`config.mk`:
```
export PLATFORM = sky130hd
export DESIGN_NAME = spi_slave_word
export DESIGN_NICKNAME = d
export VERILOG_FILES = /design/src/rtl/spi_pkg.sv /design/src/rtl/spi_sync.sv /design/src/rtl/spi_slave_word.sv
export SDC_FILE = /design/constraint.sdc
export NUM_CORES = 1
export LEC_CHECK = 0
export ABC_AREA = 1
export CAP_MARGIN = 40
export CORE_MARGIN = 5
export CORE_UTILIZATION = 54
export CTS_CLUSTER_DIAMETER = 120
export DETAILED_ROUTE_END_ITERATION = 10
export GPL_ROUTABILITY_DRIVEN = 0
export PLACE_DENSITY = 0.78
export SYNTH_ARGS = -nofsm -noshare
export SYNTH_HDL_FRONTEND = slang
export SYNTH_SLANG_ARGS = --single-unit
```
`constraint.sdc`:
```
create_clock -name clk -period 2 [get_ports clk]
set_clock_uncertainty 0.1 [all_clocks]
set_input_delay 0.6 -clock clk [delete_from_list [all_inputs] [get_ports clk]]
set_output_delay 0.6 -clock clk [all_outputs]
set_load 0.02 [all_outputs]
```
`src/rtl/spi_pkg.sv`:
```
// Shared constants and helpers for the SPI word slave.
//   MODE0..MODE3 : SPI mode encodings as {CPOL, CPHA}
//   frame_state_e: frame sequencer states
//   clog2()      : ceiling log2, used to size the bit counter
package spi_pkg;

  localparam logic [1:0] MODE0 = 2'b00;
  localparam logic [1:0] MODE1 = 2'b01;
  localparam logic [1:0] MODE2 = 2'b10;
  localparam logic [1:0] MODE3 = 2'b11;

  typedef enum logic {
    ST_IDLE   = 1'b0,
    ST_ACTIVE = 1'b1
  } frame_state_e;

  // Smallest r with 2**r >= value. The loop stops at 30 so that 1<<i never
  // goes negative.
  function automatic int clog2(input int value);
    int r;
    r = 0;
    for (int i = 0; i < 31; i++) begin
      if ((1 << i) < value) r = i + 1;
    end
    return r;
  endfunction

endpackage

```
`src/rtl/spi_sync.sv`:
```
// Two-flop synchroniser for one asynchronous SPI pin, with registered
// rise/fall pulses. Everything advances only in ce cycles.
//   clk, reset : system clock, synchronous active-high reset
//   ce         : advance enable
//   d_i        : asynchronous pin
//   q_o        : synchronised level, time-aligned with rise_o/fall_o
//   rise_o     : one-ce-cycle pulse on a synchronised 0->1
//   fall_o     : one-ce-cycle pulse on a synchronised 1->0
module spi_sync #(
  parameter logic RST_VAL = 1'b0
) (
  input  logic clk,
  input  logic reset,
  input  logic ce,
  input  logic d_i,
  output logic q_o,
  output logic rise_o,
  output logic fall_o
);

  logic       meta_q;
  logic       sync_q;
  logic       prev_q;
  logic       rise_q;
  logic       fall_q;
  logic [2:0] fill_q;

  // fill_q marks when prev_q holds a real pin sample instead of RST_VAL.
  // Until then no edges are reported. Otherwise a pin that already sits at
  // its non-idle level when reset is released would look like a fresh edge.
  always_ff @(posedge clk) begin
    if (reset) begin
      meta_q <= RST_VAL;
      sync_q <= RST_VAL;
      prev_q <= RST_VAL;
      rise_q <= 1'b0;
      fall_q <= 1'b0;
      fill_q <= '0;
    end else if (ce) begin
      meta_q <= d_i;
      sync_q <= meta_q;
      prev_q <= sync_q;
      fill_q <= {fill_q[1:0], 1'b1};
      rise_q <= fill_q[2] & sync_q & ~prev_q;
      fall_q <= fill_q[2] & ~sync_q & prev_q;
    end
  end

  assign q_o    = prev_q;
  assign rise_o = rise_q;
  assign fall_o = fall_q;

endmodule

```
`src/rtl/spi_slave_word.sv`:
```
// SPI slave that moves whole WORD_W-bit words. It supports all four SPI
// modes and either bit order. There is one receive output register and one
// transmit holding register.
//   clk, reset, ce           : system clock, sync active-high reset, enable
//   sck, cs_n, mosi          : asynchronous SPI pins
//   miso, miso_oe            : serial out and its output enable
//   rx_data/rx_valid/rx_ready: received word handshake
//   tx_data/tx_valid/tx_ready: word to transmit handshake
//   overrun, underrun        : sticky status, cleared by clr_status
//   busy                     : frame active
//
// state     | meaning
// ST_IDLE   | no frame; waiting for a synchronised cs_n fall
// ST_ACTIVE | frame open; sampling/shifting on SCK edges
module spi_slave_word
  import spi_pkg::*;
#(
  parameter int               WORD_W    = 8,
  parameter bit               CPOL      = 1'b0,
  parameter bit               CPHA      = 1'b0,
  parameter bit               MSB_FIRST = 1'b1,
  parameter logic [WORD_W-1:0] TX_IDLE  = '0
) (
  input  logic              clk,
  input  logic              reset,
  input  logic              ce,
  input  logic              sck,
  input  logic              cs_n,
  input  logic              mosi,
  output logic              miso,
  output logic              miso_oe,
  output logic [WORD_W-1:0] rx_data,
  output logic              rx_valid,
  input  logic              rx_ready,
  input  logic [WORD_W-1:0] tx_data,
  input  logic              tx_valid,
  output logic              tx_ready,
  output logic              overrun,
  output logic              underrun,
  input  logic              clr_status,
  output logic              busy
);

  localparam int         CNT_W          = clog2(WORD_W + 1);
  localparam logic [1:0] MODE           = {CPOL, CPHA};
  localparam bit         SAMPLE_ON_RISE = (MODE == MODE0) || (MODE == MODE3);

  logic sck_lvl, sck_rise, sck_fall;
  logic cs_lvl, cs_rise, cs_fall;
  logic mosi_s, mosi_rise, mosi_fall;

  spi_sync #(.RST_VAL(CPOL)) u_sync_sck (
    .clk(clk), .reset(reset), .ce(ce), .d_i(sck),
    .q_o(sck_lvl), .rise_o(sck_rise), .fall_o(sck_fall)
  );

  spi_sync #(.RST_VAL(1'b1)) u_sync_cs (
    .clk(clk), .reset(reset), .ce(ce), .d_i(cs_n),
    .q_o(cs_lvl), .rise_o(cs_rise), .fall_o(cs_fall)
  );

  spi_sync #(.RST_VAL(1'b0)) u_sync_mosi (
    .clk(clk), .reset(reset), .ce(ce), .d_i(mosi),
    .q_o(mosi_s), .rise_o(mosi_rise), .fall_o(mosi_fall)
  );

  // Only the edge pulses are used from sck/cs_n, and only the level from mosi.
  logic unused_sync;
  assign unused_sync = ^{sck_lvl, cs_lvl, mosi_rise, mosi_fall};

  logic sample_ev, shift_ev;
  assign sample_ev = SAMPLE_ON_RISE ? sck_rise : sck_fall;
  assign shift_ev  = SAMPLE_ON_RISE ? sck_fall : sck_rise;

  function automatic logic head_bit(input logic [WORD_W-1:0] w);
    return MSB_FIRST ? w[WORD_W-1] : w[0];
  endfunction

  function automatic logic [WORD_W-1:0] advance(input logic [WORD_W-1:0] w);
    return MSB_FIRST ? (w << 1) : (w >> 1);
  endfunction

  frame_state_e      state_q, state_d;
  logic [CNT_W-1:0]  cnt_q, cnt_d;
  logic [WORD_W-1:0] rx_sr_q, rx_sr_d;
  logic [WORD_W-1:0] tx_sr_q, tx_sr_d;
  logic              miso_q, miso_d;
  logic [WORD_W-1:0] rx_data_q, rx_data_d;
  logic              rx_valid_q, rx_valid_d;
  logic [WORD_W-1:0] hold_q, hold_d;
  logic              hold_full_q, hold_full_d;
  logic              overrun_q, overrun_d;
  logic              underrun_q, underrun_d;

  logic [WORD_W-1:0] rx_next;
  logic [WORD_W-1:0] load_word;
  logic [CNT_W-1:0]  cnt_inc;
  logic              word_done, load_req, set_ovr, set_udr;

  assign rx_next = MSB_FIRST ? {rx_sr_q[WORD_W-2:0], mosi_s}
                             : {mosi_s, rx_sr_q[WORD_W-1:1]};
  assign cnt_inc = cnt_q + CNT_W'(1);

  always_comb begin
    state_d     = state_q;
    cnt_d       = cnt_q;
    rx_sr_d     = rx_sr_q;
    tx_sr_d     = tx_sr_q;
    miso_d      = miso_q;
    rx_data_d   = rx_data_q;
    rx_valid_d  = rx_valid_q;
    hold_d      = hold_q;
    hold_full_d = hold_full_q;
    overrun_d   = overrun_q;
    underrun_d  = underrun_q;
    load_word   = TX_IDLE;
    word_done   = 1'b0;
    load_req    = 1'b0;
    set_ovr     = 1'b0;
    set_udr     = 1'b0;

    if (ce) begin
      if (rx_valid_q && rx_ready) rx_valid_d = 1'b0;

      if (tx_valid && !hold_full_q) begin
        hold_d      = tx_data;
        hold_full_d = 1'b1;
      end

      case (state_q)
        ST_IDLE: begin
          if (cs_fall) begin
            state_d  = ST_ACTIVE;
            cnt_d    = '0;
            load_req = 1'b1;
          end
        end
        ST_ACTIVE: begin
          // When cs_n rises and a sample edge arrives in the same cycle, the
          // frame end wins and the bit is dropped.
          if (cs_rise) begin
            state_d = ST_IDLE;
            cnt_d   = '0;
            miso_d  = 1'b0;
          end else if (sample_ev) begin
            rx_sr_d = rx_next;
            if (cnt_inc == CNT_W'(WORD_W)) begin
              cnt_d     = '0;
              word_done = 1'b1;
              load_req  = 1'b1;
            end else begin
              cnt_d = cnt_inc;
            end
          end else if (shift_ev) begin
            miso_d  = head_bit(tx_sr_q);
            tx_sr_d = advance(tx_sr_q);
          end
        end
        default: state_d = ST_IDLE;
      endcase

      if (word_done) begin
        rx_data_d  = rx_next;
        rx_valid_d = 1'b1;
        // No overrun if the pending word is being accepted in this same cycle.
        set_ovr    = rx_valid_q && !rx_ready;
      end

      if (load_req) begin
        if (hold_full_q) begin
          load_word   = hold_q;
          hold_full_d = 1'b0;
        end else begin
          load_word = TX_IDLE;
          set_udr   = 1'b1;
        end
        // In CPHA=0 the first bit must already be on miso before the first
        // SCK edge, so it goes out at frame start. After that the shift
        // register always holds the next bit at its head.
        if (!CPHA && state_q == ST_IDLE) begin
          miso_d  = head_bit(load_word);
          tx_sr_d = advance(load_word);
        end else begin
          tx_sr_d = load_word;
        end
      end

      overrun_d  = (overrun_q  & ~clr_status) | set_ovr;
      underrun_d = (underrun_q & ~clr_status) | set_udr;
    end
  end

  always_ff @(posedge clk) begin
    if (reset) begin
      state_q     <= ST_IDLE;
      cnt_q       <= '0;
      rx_sr_q     <= '0;
      tx_sr_q     <= '0;
      miso_q      <= 1'b0;
      rx_data_q   <= '0;
      rx_valid_q  <= 1'b0;
      hold_q      <= '0;
      hold_full_q <= 1'b0;
      overrun_q   <= 1'b0;
      underrun_q  <= 1'b0;
    end else begin
      state_q     <= state_d;
      cnt_q       <= cnt_d;
      rx_sr_q     <= rx_sr_d;
      tx_sr_q     <= tx_sr_d;
      miso_q      <= miso_d;
      rx_data_q   <= rx_data_d;
      rx_valid_q  <= rx_valid_d;
      hold_q      <= hold_d;
      hold_full_q <= hold_full_d;
      overrun_q   <= overrun_d;
      underrun_q  <= underrun_d;
    end
  end

  assign miso     = miso_q;
  assign miso_oe  = (state_q == ST_ACTIVE);
  assign busy     = (state_q == ST_ACTIVE);
  assign rx_data  = rx_data_q;
  assign rx_valid = rx_valid_q;
  assign tx_ready = ~hold_full_q;
  assign overrun  = overrun_q;
  assign underrun = underrun_q;

endmodule

```
; Word level (Yosys, flattened, before mapping)
; Cells that the tools add are included.
; Widths: inputs -> output; s select.
[word_totals]
output_inout_bits = 15
ff_bits = 60
input_bits = 17
word_cells = 104
[op_classes]
bitwise = 20
mux = 38
add_sub_neg = 1
n_eq_ne = 5
n_reduce_logical = 14
[op_table]
columns = op, n
row1 = $mux 8, 7
row2 = $mux 1, 24
row3 = $mux 4, 4
row4 = $and 1x1->1, 10
row5 = $not 1->1, 8
row6 = $pmux 4 s2, 1
row7 = $reduce_and 2->1, 3
row8 = $reduce_bool 2->1, 3
row9 = $reduce_and 5->1, 1
row10 = $add 4x1->4 const B, 1
row11 = $eq 4x4->1 const B, 1
row12 = $ne 2x2->1 const B, 2
row13 = $pmux 1 s2, 2
row14 = $reduce_and 4->1, 1
row15 = $logic_and 1x1->1, 3
row16 = $ne 3x1->1 const B, 1
row17 = $reduce_and 3->1, 1
row18 = $logic_not 1->1, 2
row19 = $ne 2x1->1 const B, 1
row20 = $or 1x1->1, 2

; Depth between registers and ports, before layout
[depth]
depth_word = 10
mapped_depth = 12
depth_no_buf = 11

; Cells and area by module
; A second synthesis with hierarchy kept.
[unflattened]
cells_unflattened = 374
area_unflattened_um2 = 2771.4
[modules_own_cells]
columns = mod, area_per_inst_um2, instances, seq_area_each_um2, cells_each
row1 = spi_slave_word, 1886.8, 1, 820.8, 269
row2 = spi_sync at u_sync_mosi ..., 301.5, 2, 160.2, 35
row3 = spi_sync at u_sync_cs, 281.5, 1, 160.2, 35

; Least setup slack after synthesis
; Ideal clock, no wire load.
[synth_path]
path_type = input to register
startpoint = input port ce
endpoint = register tx_sr_q[1]
slack_ps = 297
n_path_buf = 2
arrival_time_ps = 1490
stages = 7
setup_ps = 113
t_required_ps = 1787
cell_sequence = buf_2 -> inv_1 -> nor2_1 -> nand2_2 -> buf_6 -> nor2_1 -> nor2_1
[synth_between]
elab_chain_len = 1
[synth_rtl]
columns = element, line
row1 = from (decl), spi_slave_word.sv:26  ; input logic ce,
row2 = $reduce_and 5->1 (no line), --
row3 = to (signal assigned), spi_slave_word.sv:210  ; tx_sr_q <= tx_sr_d;
row4 = to (decl), spi_slave_word.sv:86  ; logic [WORD_W-1:0] tx_sr_q, tx_sr_d;
; No other way between the ends.
; A chain may end at the register's enable or synchronous reset.

; Worst setup path after layout
[layout_path]
startpoint = register rx_data_q[6] (netlist: rx_data[6])
endpoint = output port rx_data[6]
[layout_rtl]
columns = element, line
row1 = from (decl), spi_slave_word.sv:88  ; logic [WORD_W-1:0] rx_data_q, rx_data_d;
row2 = from (signal assigned), spi_slave_word.sv:212  ; rx_data_q <= rx_data_d;
row3 = to (decl), spi_slave_word.sv:32  ; output logic [WORD_W-1:0] rx_data,
; No word-level cell between the ends.

==> out/results.tsv <==
stage	metric	value	unit
power_and_ir_drop	Static Leak	1.476	nW
setup_path	critical path required time	1300	ps
setup_path	crit path cell chain	clkdlybuf4s50_1	
layout	antenna cells	0	
die	Die H	77.58	µm
routing	drt via density	5.174	
synthesis	mapped cell area	0.002466	mm²
setup_path	type of the worst setup path	flop to output port	
global_route	met3 usage	0.04167	
die	initial core utilization	0.5625	
clock_tree	clk slew on worst S/H paths	60	ps
setup_path	Worst path top cell family by delay	buffers and inverters	
synthesis	Unique masters post-synth	28	
die	Core Area	0.004384	mm²
clock_tree	Clock Tree Buf Depth	2	
die	# IOs	32	
routing	DRC Markers	0	
routing	drt pass-1 iters	4	
timing	Hold Vio Cnt, Final	0	
synthesis	Avg Inst Size Synth	7.296	µm²
synthesis	Ys Warns	0	
setup_path	Worst Setup End Kind	output port	
global_route	Global Route met2 Usage	0.2963	
placed_design	port bufs	31	
timing	hold_ws	344.6	ps
setup_path	crit-path max FO	2	
synthesis	main flop type after synthesis	dfxtp_1	
setup_path	reg2reg path depth	10	
synthesis	flops & latches, synth	57	
global_route	initial antenna violation count	0	
global_route	met1 Track Usage GR	0.2343	
global_route	first-pass GRT wire length	9121	µm
min_path	worst hold path class	flop to flop	
setup_path	CP Data Arrival Time	1280	ps
setup_path	worst flop-to-flop path startpoint	cnt_q[1]$_SDFFE_PP0P_	
global_route	vias in the first global route	2088	
layout	most common cell after layout, fill and taps aside	nand2_1	
timing	fmax	0.5051	GHz
timing	unrepaired setup endpoints after global routing	no	
clock_tree	H-tree Lvls	3	
routing	DR iter-0 viols	135	
layout	final instance area	0.003127	mm²
layout	final net count	400	
timing	actual slew at the worst max-slew pin	314.8	ps
run_status	status	complete, no violations	
timing	Max Slew Vio Count	0	
clock_tree	CTS Sinks	57	
global_route	largest net degree at the start of global routing	21	
setup_path	R2R Setup Slk	200	ps
global_route	grt peak-use layer	met2	
setup_path	slowest stage cell, crit path	clkdlybuf4s50_1	
global_route	total gr overflow	0	
clock_tree	CTS buffer count	9	
timing	setup violators final	0	
timing	Tmin final	1980	ps
placed_design	dpl hpwl	3770	µm
timing	Slew HR	0.7896	
placed_design	Post-DP Area	0.002893	mm²
setup_path	crit path buf inv count	1	
clock_tree	TritonCTS clock tree	done	
min_path	HP Start	rx_data[5]$_SDFFE_PP0P_	
die	die area	0.006019	mm²
routing	detailed-route via count	2261	
run	number of max-cap violations	0	
layout	layout cells sized above 1	0.1091	
routing	Detail Route Antenna Nets	0	
routing	drt total wl	5311	µm
power_and_ir_drop	Power Total	2.552	mW
die	FP Rows	24	
min_path	hold depth	2	
die	Die X	77.58	µm
timing	fin crit share	0.9899	
clock_tree	CTS root buffer	clkbuf_8	
power_and_ir_drop	PD cells	816.2	mW/mm²
synthesis	Post-Synthesis Cells	338	
synthesis	Seq/Total Area, Yosys	0.4627	
setup_path	CP max stage delay	610	ps
min_path	hold endpoint	rx_data[5]$_SDFFE_PP0P_	
setup_path	Worst Setup SP	rx_data[6]$_SDFFE_PP0P_	
global_route	GRT Overall Usage	0.1857	
synthesis	FFs w/ async S/R, synth	0	
synthesis	Post-synth EDFFs	0	
layout	commonest non-fill, non-tap cells in the layout	nand2_1, dfxtp_1, inv_1, a21oi_1, nor2_1	
setup_path	Critical R2R Capture	tx_sr_q[2]$_SDFFE_PP0P_	
routing	WL per Instance	12.15	µm
layout	area delta synth->final	26.79	%
setup_path	crit path launch type	flop	
synthesis	Mapped Nets	357	
clock_tree	worst skew pair latency	340	ps
power_and_ir_drop	peak supply drop	516.5	µV
[cells in the mapped netlist, types with 4 or more instances]
| cell type | number | area share |
|---|---|---|
| o31ai_1 | 4 | 0.012 |
| a21oi_1 | 38 | 0.077 |
| nand3_1 | 25 | 0.051 |
| nor2_1 | 35 | 0.053 |
| nand4_1 | 4 | 0.010 |
| o21ai_0 | 33 | 0.067 |
| buf_2 | 4 | 0.0081 |
| clkbuf_1 | 9 | 0.014 |
| nand2_1 | 59 | 0.090 |
| dfxtp_1 | 57 | 0.46 |
| inv_1 | 41 | 0.062 |
| nand3b_1 | 4 | 0.012 |
[metrics by stage]
step,utilization,TNS [ps],setup slack (ps),cells
after global placement,0.6598,-932.7,-68.95,422
after CTS,0.7063,0,1.649,437
after detailed placement,0.6598,-1727,-88.83,422
after floorplan,-,0,297.4,338
after global routing,0.7132,0,1.216,437
final,0.7132,0,20.22,437
[worst reg2reg max path, stage by stage, from the launching register on]
cell,delay (ps)
dfxtp_1,410
ha_1,210
inv_1,40
nand2_1,50
nand2_1,90
nor2_4,180
nand3_4,150
nand3_2,140
nand2_4,120
nor2_1,140
nor2_1,60
[registers in the layout, summed over array words and instances, names as in the netlist, 3 cells and up]
register	flops
rx_data	8
tx_sr_q	8
cnt_q	4
hold_q	8
rx_sr_q	7
u_sync_cs.fill_q	3
[final cells by class]
class                      count  area [µm²]
clock buffer                  12       145.1
fill                         363        1257
clock inverter                 3       65.06
tap                           52       65.06
multi-input combinational    219        1082
sequential                    57        1141
inverter                      46       173.9
timing repair buffer          48       454.2
[timing repair]
item	4_1_cts	5_1_grt
setup endpoints to repair	5	11
buffers inserted	0	0
gates resized for setup	5	11
hold buffers	0	0
[how the worst max path moves through the flow]
stage	end	cells past startpoint
6_report	rx_data[6]	1
5_1_grt	rx_data[6]	1
4_1_cts	rx_valid	1
3_5_place_dp	tx_sr_q[2]$_SDFFE_PP0P_	7
3_3_place_gp	tx_sr_q[7]$_SDFFE_PP0P_	7
2_1_floorplan	tx_sr_q[1]$_SDFFE_PP0P_	7
[cells by family after synthesis]
kind of cell | synth area share
AO/OA/AOI/OAI | 0.1725
adder cells (fa/ha/maj) | 0.01015
buffers and inverters | 0.1015
flip-flops | 0.4627
AND/OR/NAND/NOR | 0.2532
[where the power goes]
part           internal, mW  leakage (nW)  switching (mW)
sequential             1.17         0.464          0.0236
clock                 0.727         0.106           0.436
combinational        0.0848         0.905           0.108
total                  1.98          1.48           0.567
[layer usage]
layer / part of all wire / wire length [µm] / vias to the layer above
met5: 0 / 0 / -
met4: 0.017 / 91 / 0
met3: 0.049 / 258 / 9
met2: 0.46 / 2457 / 37
met1: 0.47 / 2503 / 1031
li1: - / - / 1184
Power figures use the tool's default switching activity.
